===== src/rtl/fetch_pkg.sv =====
// Shared types and constants for the instruction fetch stage.
package fetch_pkg;

  localparam int unsigned INSTR_W = 32;
  localparam int unsigned ADDR_W  = 32;

  // Value presented on the instruction bus for a fault marker entry.
  localparam logic [INSTR_W-1:0] FAULT_INSTR = '0;

  typedef enum logic [1:0] {
    IDLE  = 2'd0,
    FETCH = 2'd1,
    HALT  = 2'd2
  } fetch_state_e;

  // A PC is fetchable when word aligned and the whole word lies inside memory.
  function automatic logic isLegalPc(input logic [ADDR_W-1:0] pc,
                                     input logic [ADDR_W-1:0] lastPc);
    return (pc[1:0] == 2'b00) && (pc <= lastPc);
  endfunction

endpackage


===== src/rtl/instr_fetch_unit_if.sv =====
// Fetch-stage bus: instruction memory read port, IF/ID handshake to decode,
// redirect request and the delivered-instruction counter.
interface instr_fetch_unit_if;
  import fetch_pkg::*;

  logic [ADDR_W-1:0]  oImemAddr;
  logic [INSTR_W-1:0] iImemInstr;
  logic               oIfValid;
  logic               iIdReady;
  logic [INSTR_W-1:0] oIfInstr;
  logic [ADDR_W-1:0]  oIfPc;
  logic [ADDR_W-1:0]  oIfPcPlus4;
  logic               oIfFault;
  logic               iRedirect;
  logic [ADDR_W-1:0]  iRedirectPc;
  logic [31:0]        oFetchCount;

  // Fetch unit side.
  modport master (
    output oImemAddr,
    input  iImemInstr,
    output oIfValid,
    input  iIdReady,
    output oIfInstr,
    output oIfPc,
    output oIfPcPlus4,
    output oIfFault,
    input  iRedirect,
    input  iRedirectPc,
    output oFetchCount
  );

  // Environment side: memory, decode and redirect source.
  modport slave (
    input  oImemAddr,
    output iImemInstr,
    input  oIfValid,
    output iIdReady,
    input  oIfInstr,
    input  oIfPc,
    input  oIfPcPlus4,
    input  oIfFault,
    output iRedirect,
    output iRedirectPc,
    input  oFetchCount
  );

endinterface


===== src/rtl/if_id_reg.sv =====
// IF/ID pipeline register: holds one fetched entry for decode.
// Flush beats load, load beats consume; otherwise the entry holds.
module if_id_reg
  import fetch_pkg::*;
(
  input  logic               iClk,
  input  logic               iRstN,
  input  logic               iLoad,
  input  logic               iFlush,
  input  logic               iConsume,
  input  logic [INSTR_W-1:0] iInstr,
  input  logic [ADDR_W-1:0]  iPc,
  input  logic               iFault,
  output logic               oValid,
  output logic [INSTR_W-1:0] oInstr,
  output logic [ADDR_W-1:0]  oPc,
  output logic               oFault
);

  logic               validQ;
  logic [INSTR_W-1:0] instrQ;
  logic [ADDR_W-1:0]  pcQ;
  logic               faultQ;

  // Entry register; payload only changes on load so a stalled entry stays stable.
  always_ff @(posedge iClk or negedge iRstN) begin
    if (!iRstN) begin
      validQ <= 1'b0;
      instrQ <= '0;
      pcQ    <= '0;
      faultQ <= 1'b0;
    end else if (iFlush) begin
      validQ <= 1'b0;
    end else if (iLoad) begin
      validQ <= 1'b1;
      instrQ <= iInstr;
      pcQ    <= iPc;
      faultQ <= iFault;
    end else if (iConsume) begin
      validQ <= 1'b0;
    end
  end

  assign oValid = validQ;
  assign oInstr = instrQ;
  assign oPc    = pcQ;
  assign oFault = faultQ;

endmodule


===== src/rtl/instr_fetch_unit.sv =====
// Program counter, fetch FSM, PC legality check and delivered-instruction
// counter; the fetched entry itself lives in if_id_reg.
module instr_fetch_unit
  import fetch_pkg::*;
#(
  parameter logic [ADDR_W-1:0] RESET_PC  = 32'h0000_0000,
  parameter int unsigned       MEM_BYTES = 1024
) (
  input  logic                 iClk,
  input  logic                 iRstN,
  instr_fetch_unit_if.master   bus
);

  // Highest byte address at which a full word still fits in memory.
  localparam logic [ADDR_W-1:0] LastPc = ADDR_W'(MEM_BYTES - 4);

  fetch_state_e       stateQ;
  logic [ADDR_W-1:0]  pcQ;
  logic [31:0]        countQ;

  logic               pcLegal;
  logic               load;
  logic               consume;
  logic [INSTR_W-1:0] loadInstr;

  assign pcLegal   = isLegalPc(pcQ, LastPc);
  assign consume   = bus.oIfValid & bus.iIdReady;
  // Load only when IF/ID is empty or being drained this cycle.
  assign load      = (stateQ == FETCH) & (!bus.oIfValid | bus.iIdReady) & !bus.iRedirect;
  assign loadInstr = pcLegal ? bus.iImemInstr : FAULT_INSTR;

  // FSM and PC: redirect wins in every state; a fault freezes the PC in HALT.
  always_ff @(posedge iClk or negedge iRstN) begin
    if (!iRstN) begin
      stateQ <= IDLE;
      pcQ    <= RESET_PC;
    end else if (bus.iRedirect) begin
      stateQ <= FETCH;
      pcQ    <= bus.iRedirectPc;
    end else begin
      unique case (stateQ)
        IDLE: stateQ <= FETCH;
        FETCH: begin
          if (load) begin
            if (pcLegal) begin
              pcQ <= pcQ + ADDR_W'(4);
            end else begin
              stateQ <= HALT;
            end
          end
        end
        HALT:    stateQ <= HALT;
        default: stateQ <= IDLE;
      endcase
    end
  end

  // Counts every decode accept, fault markers and redirect-cycle accepts included.
  always_ff @(posedge iClk or negedge iRstN) begin
    if (!iRstN) begin
      countQ <= '0;
    end else if (consume) begin
      countQ <= countQ + 32'd1;
    end
  end

  if_id_reg uIfIdReg (
    .iClk     (iClk),
    .iRstN    (iRstN),
    .iLoad    (load),
    .iFlush   (bus.iRedirect),
    .iConsume (consume),
    .iInstr   (loadInstr),
    .iPc      (pcQ),
    .iFault   (!pcLegal),
    .oValid   (bus.oIfValid),
    .oInstr   (bus.oIfInstr),
    .oPc      (bus.oIfPc),
    .oFault   (bus.oIfFault)
  );

  assign bus.oImemAddr   = pcQ;
  assign bus.oFetchCount = countQ;
  assign bus.oIfPcPlus4  = bus.oIfPc + ADDR_W'(4);

endmodule

===== src/flat_wrapper.sv =====
// flat-port wrapper written by rule: the top's interface ports become plain ports
module instr_fetch_unit_flat import fetch_pkg::*;
#(
  parameter logic [ADDR_W-1:0] RESET_PC  = 32'h0000_0000,
  parameter int unsigned       MEM_BYTES = 1024
)
  (iClk, iRstN, bus_oImemAddr, bus_iImemInstr, bus_oIfValid, bus_iIdReady, bus_oIfInstr, bus_oIfPc, bus_oIfPcPlus4, bus_oIfFault, bus_iRedirect, bus_iRedirectPc, bus_oFetchCount);
  instr_fetch_unit_if bus_i ();
  input  logic iClk;
  input  logic iRstN;
  output wire logic [$bits(bus_i.oImemAddr)-1:0] bus_oImemAddr;
  input wire logic [$bits(bus_i.iImemInstr)-1:0] bus_iImemInstr;
  output wire logic [$bits(bus_i.oIfValid)-1:0] bus_oIfValid;
  input wire logic [$bits(bus_i.iIdReady)-1:0] bus_iIdReady;
  output wire logic [$bits(bus_i.oIfInstr)-1:0] bus_oIfInstr;
  output wire logic [$bits(bus_i.oIfPc)-1:0] bus_oIfPc;
  output wire logic [$bits(bus_i.oIfPcPlus4)-1:0] bus_oIfPcPlus4;
  output wire logic [$bits(bus_i.oIfFault)-1:0] bus_oIfFault;
  input wire logic [$bits(bus_i.iRedirect)-1:0] bus_iRedirect;
  input wire logic [$bits(bus_i.iRedirectPc)-1:0] bus_iRedirectPc;
  output wire logic [$bits(bus_i.oFetchCount)-1:0] bus_oFetchCount;
  assign bus_oImemAddr = bus_i.oImemAddr;
  assign bus_i.iImemInstr = bus_iImemInstr;
  assign bus_oIfValid = bus_i.oIfValid;
  assign bus_i.iIdReady = bus_iIdReady;
  assign bus_oIfInstr = bus_i.oIfInstr;
  assign bus_oIfPc = bus_i.oIfPc;
  assign bus_oIfPcPlus4 = bus_i.oIfPcPlus4;
  assign bus_oIfFault = bus_i.oIfFault;
  assign bus_i.iRedirect = bus_iRedirect;
  assign bus_i.iRedirectPc = bus_iRedirectPc;
  assign bus_oFetchCount = bus_i.oFetchCount;
  instr_fetch_unit #(.RESET_PC(RESET_PC), .MEM_BYTES(MEM_BYTES)) u_core (.iClk(iClk), .iRstN(iRstN), .bus(bus_i));
endmodule

===== config.mk =====
export PLATFORM = sky130hd
export DESIGN_NAME = instr_fetch_unit_flat
export DESIGN_NICKNAME = d
export VERILOG_FILES = /design/src/rtl/fetch_pkg.sv /design/src/rtl/instr_fetch_unit_if.sv /design/src/rtl/if_id_reg.sv /design/src/rtl/instr_fetch_unit.sv /design/src/flat_wrapper.sv
export SDC_FILE = /design/constraint.sdc
export NUM_CORES = 1
export LEC_CHECK = 0
export ABC_CLOCK_PERIOD_IN_PS = 5800
export CORE_MARGIN = 2
export CORE_UTILIZATION = 49
export CTS_BUF_LIST = sky130_fd_sc_hd__clkbuf_4 sky130_fd_sc_hd__clkbuf_8
export CTS_CLUSTER_DIAMETER = 40
export DETAILED_ROUTE_END_ITERATION = 8
export MAX_ROUTING_LAYER = met4
export PLACE_DENSITY = 0.94
export SYNTH_ARGS = -nofsm -noshare
export SYNTH_HDL_FRONTEND = slang
export SYNTH_SLANG_ARGS = --single-unit

===== constraint.sdc =====
create_clock -name iClk -period 5.8 [get_ports iClk]
set_input_delay 1.16 -clock iClk [delete_from_list [all_inputs] [get_ports iClk]]
set_output_delay 1.16 -clock iClk [all_outputs]
set_load 0.05 [all_outputs]

==> impl_metrics.json <==
{
  "setup_ws_ns": 1.28,
  "synth_area_leaders": "dfrtp_1 (55%), nand2_1 (12%), xnor2_1 (7.3%), nand3_1 (4.7%), mux2_2 (4.5%)",
  "die_h_um": 114,
  "fin_worst_skew_ns": 0.0125,
  "first_iter_violations": 279,
  "power_frac_seq_pct": 32.0,
  "fin_area_um2": 8780,
  "syn-instance-count": 604,
  "grt_pass1_vias": 5410,
  "crit_family": "simple AND/OR/NAND/NOR gates",
  "cts_tree": "built",
  "antenna_found_initial": 0,
  "min_path_type": "reg -> reg",
  "hold_start": "u_core.uIfIdReg.oInstr[7]",
  "overflow": 0,
  "leakagePower_uw": 0.00397,
  "min_to": "u_core.uIfIdReg.oInstr[7]",
  "cpPeakStageDelay_ns": 0.84,
  "crit_fanout": 7,
  "core_um2": 12000,
  "p_int_uw": 2150,
  "cts_hold_buf": 0,
  "rows": 40,
  "grt_max_degree": 100,
  "synth_flop_cell": "dfrtp_1",
  "num_io_pins": 230,
  "drt-total-wl_um": 16300,
  "yosys_warnings": 0,
  "cts_buffers": 17,
  "synth_cell_type_count": 40,
  "dp_slack_ns": 1.72,
  "dieArea_um2": 13100,
  "viasPerCell": 5.27,
  "vias": 5226,
  "required_ns": 4.64,
  "busiest_layer": "met2",
  "cts_setup_buffers": 0,
  "track_usage_pct": 27.2,
  "post_drt_wl_per_cell_um": 16.5,
  "maxSlewViolCount": 0,
  "final.setup.tns_ns": 0,
  "ys_seq_area_share_pct": 55.3,
  "antenna_cells": 0,
  "timing.rr.end": "u_core.bus.oImemAddr[6]",
  "synth.avg_cell_area_um2": 9.88,
  "htreeDepth": 4,
  "nNetsFinal": 904,
  "met1_usage_pct": 31.4,
  "synth_edf_count": 0,
  "gp_congestion": 0.888,
  "cts_resized": 0,
  "max_freq_ghz": 0.221,
  "drtAntennaViolNets": 0,
  "syn2layout_area_growth_pct": 47.1,
  "critPathKind": "reg -> out",
  "status": "finished, final reports clean",
  "dp_hpwl_um": 11900,
  "synth-seq-cells": 132,
  "cap_violations": 0,
  "setup_viol": 0,
  "fill_cells": 865,
  "relSlewSlack_pct": 38.0,
  "cts_sinks": 132,
  "worst_pin_slew_ns": 0.928,
  "stdcell_count": 991,
  "pwr-share-comb_pct": 48.7,
  "grt_setup_unrepaired": "false",
  "critPathSlowestCell": "clkdlybuf4s50_1",
  "rrSetupSlack_ns": 3.25,
  "synth_area_um2": 5970,
  "fin_crit_ns": 4.52,
  "hold_violations": 0,
  "numPortBuffers": 229,
  "dpl_cell_area_um2": 8380,
  "switching_power_uw": 1890,
  "p_sw_share_pct": 46.8,
  "cp-start-kind": "flip-flop",
  "arrival_ns": 3.36,
  "path_cells": "ha_1 > nand3_1 > or3_1 > nor2_1 > nand4_1 > xnor2_1 > clkdlybuf4s50_1",
  "die_w_um": 114,
  "start_util_pct": 49.9,
  "worstSkewPairLatency_ns": 0.44,
  "reg2reg_depth": 6,
  "syn_nets": 677,
  "path_buf_inv": 1,
  "yosys.area.top_type": "dfrtp_1",
  "cts-root-buf": "clkbuf_8",
  "drive_gt1_share_pct": 8.65,
  "use_met3_pct": 5.66,
  "critical_path_depth": 7,
  "hold_path_depth": 2,
  "whs_ns": 0.469,
  "p_per_area_nw_per_um2": 460,
  "finalCritPeriodShare_pct": 78.0,
  "r2r-start": "u_core.bus.oImemAddr[26]",
  "grt_use_met2_pct": 45.8,
  "clock_path_buffers": 2,
  "async_flop_share_pct": 100,
  "synth_top_area_share_pct": 55.3,
  "grt_pass1_wl_um": 26600,
  "clkTransAtPathRegs_ns": 0.07,
  "pwr-share-clk_pct": 19.3,
  "place_inst": 959,
  "drc": 0,
  "drt_first_pass_iters": 4,
  "ir_worst_vdd_mv": 0.335,
  "critPathCaptureType": "output port"
}
[registers in the layout, indices dropped and copies added, names as in the netlist]
name                    count
u_core.bus.oFetchCount     32
u_core.bus.oImemAddr       32
u_core.stateQ               2
u_core.uIfIdReg.oFault      1
u_core.uIfIdReg.oInstr     32
u_core.uIfIdReg.oPc        32
u_core.uIfIdReg.oValid      1
[worst reg2reg max path, delay by kind of cell, from the launching register on]
kind	cells	cell delay, ns
AOI/OAI and AO/OA	1	0.34
buffers and inverters	1	0.36
DFF	1	0.43
and+or+nand+nor	4	1.29
[cell families after synthesis]
| group | count (synthesis) | share of synthesized area [%] |
|---|---|---|
| AND/OR/NAND/NOR | 323 | 24.9 |
| flip-flops | 132 | 55.3 |
| XOR/XNOR | 63 | 9.24 |
| buffers and inverters | 37 | 2.60 |
| multiplexers | 27 | 5.03 |
| AO/OA/AOI/OAI | 17 | 1.84 |
| adder cells (fa/ha/maj) | 5 | 1.05 |
[how the worst max path moves through the flow]
stage                           start            endpoint  slack, ns
2_1_floorplan  u_core.uIfIdReg.oPc[3]  bus_oIfPcPlus4[20]       1.88
3_3_place_gp   u_core.uIfIdReg.oPc[2]  bus_oIfPcPlus4[26]       1.86
3_5_place_dp   u_core.uIfIdReg.oPc[2]  bus_oIfPcPlus4[26]       1.72
4_1_cts        u_core.uIfIdReg.oPc[2]  bus_oIfPcPlus4[26]       1.23
5_1_grt        u_core.uIfIdReg.oPc[3]  bus_oIfPcPlus4[26]       1.08
6_report       u_core.uIfIdReg.oPc[2]  bus_oIfPcPlus4[26]       1.28
[cell type report]
| type | count | area [µm²] | area share [%] |
|---|---|---|---|
| Clock buffer | 24 | 305 | 3.48 |
| Clock inverter | 8 | 100 | 1.14 |
| Inverter | 11 | 41.3 | 0.470 |
| Multi-Input combinational cell | 435 | 2520 | 28.7 |
| Sequential cell | 132 | 3300 | 37.6 |
| Tap cell | 147 | 184 | 2.09 |
| Timing Repair Buffer | 234 | 2330 | 26.5 |
[cell usage in the layout, fill, tap and decap left out, types with 2 or more instances in the layout]
cell type,instances
o21ai_0,9
inv_1,11
buf_4,5
nand3_1,56
clkbuf_4,4
dfrtp_1,132
and3_1,7
and4_1,8
nor4_1,9
mux2_2,24
clkdlybuf4s50_1,227
clkinv_4,2
o311ai_0,2
mux2i_1,3
a31oi_1,2
xor2_1,13
nor3_1,2
xnor2_1,50
ha_1,5
or2_2,2
or3_1,3
clkbuf_8,20
nand2_1,190
clkinv_2,3
nor2_1,19
nand4_1,13
bufinv_16,2
[Yosys cell counts, drive strengths merged, types with 2 or more instances]
master	instances
nand2	190
dfrtp	132
nand3	57
xnor2	50
mux2	24
nor2	21
clkbuf	20
nand4	14
xor2	13
inv	11
nor4	10
o21ai	9
and4	8
and3	7
buf	6
ha	5
nor3	4
mux2i	3
or3	3
a31oi	2
nand2b	2
o311ai	2
or2	2
[power groups by stage]
stage          combinational, µW  clock, µW  sequential [µW]
5_1_grt                     2050        835             1320
2_1_floorplan                763          0             1800
3_5_place_dp                1980          0             1310
3_3_place_gp                1950          0             1290
6_report                    1970        779             1290
4_1_cts                     1980        795             1290
[stage by stage]
stage,total power (µW),utilization [%]
after global routing,4210,73.4
final,4040,73.4
after floorplan,2560,-
after global placement,3240,70.0
after CTS,4070,73.4
after detailed placement,3280,70.0
[layer usage]
metal | vias to the layer above | share of wire [%]
met4 | 0 | 3.4
met3 | 43 | 4.9
met2 | 216 | 52
met5 | - | 0
met1 | 2508 | 40
li1 | 2459 | -
Note: power is estimated with default switching activity, not from simulation.
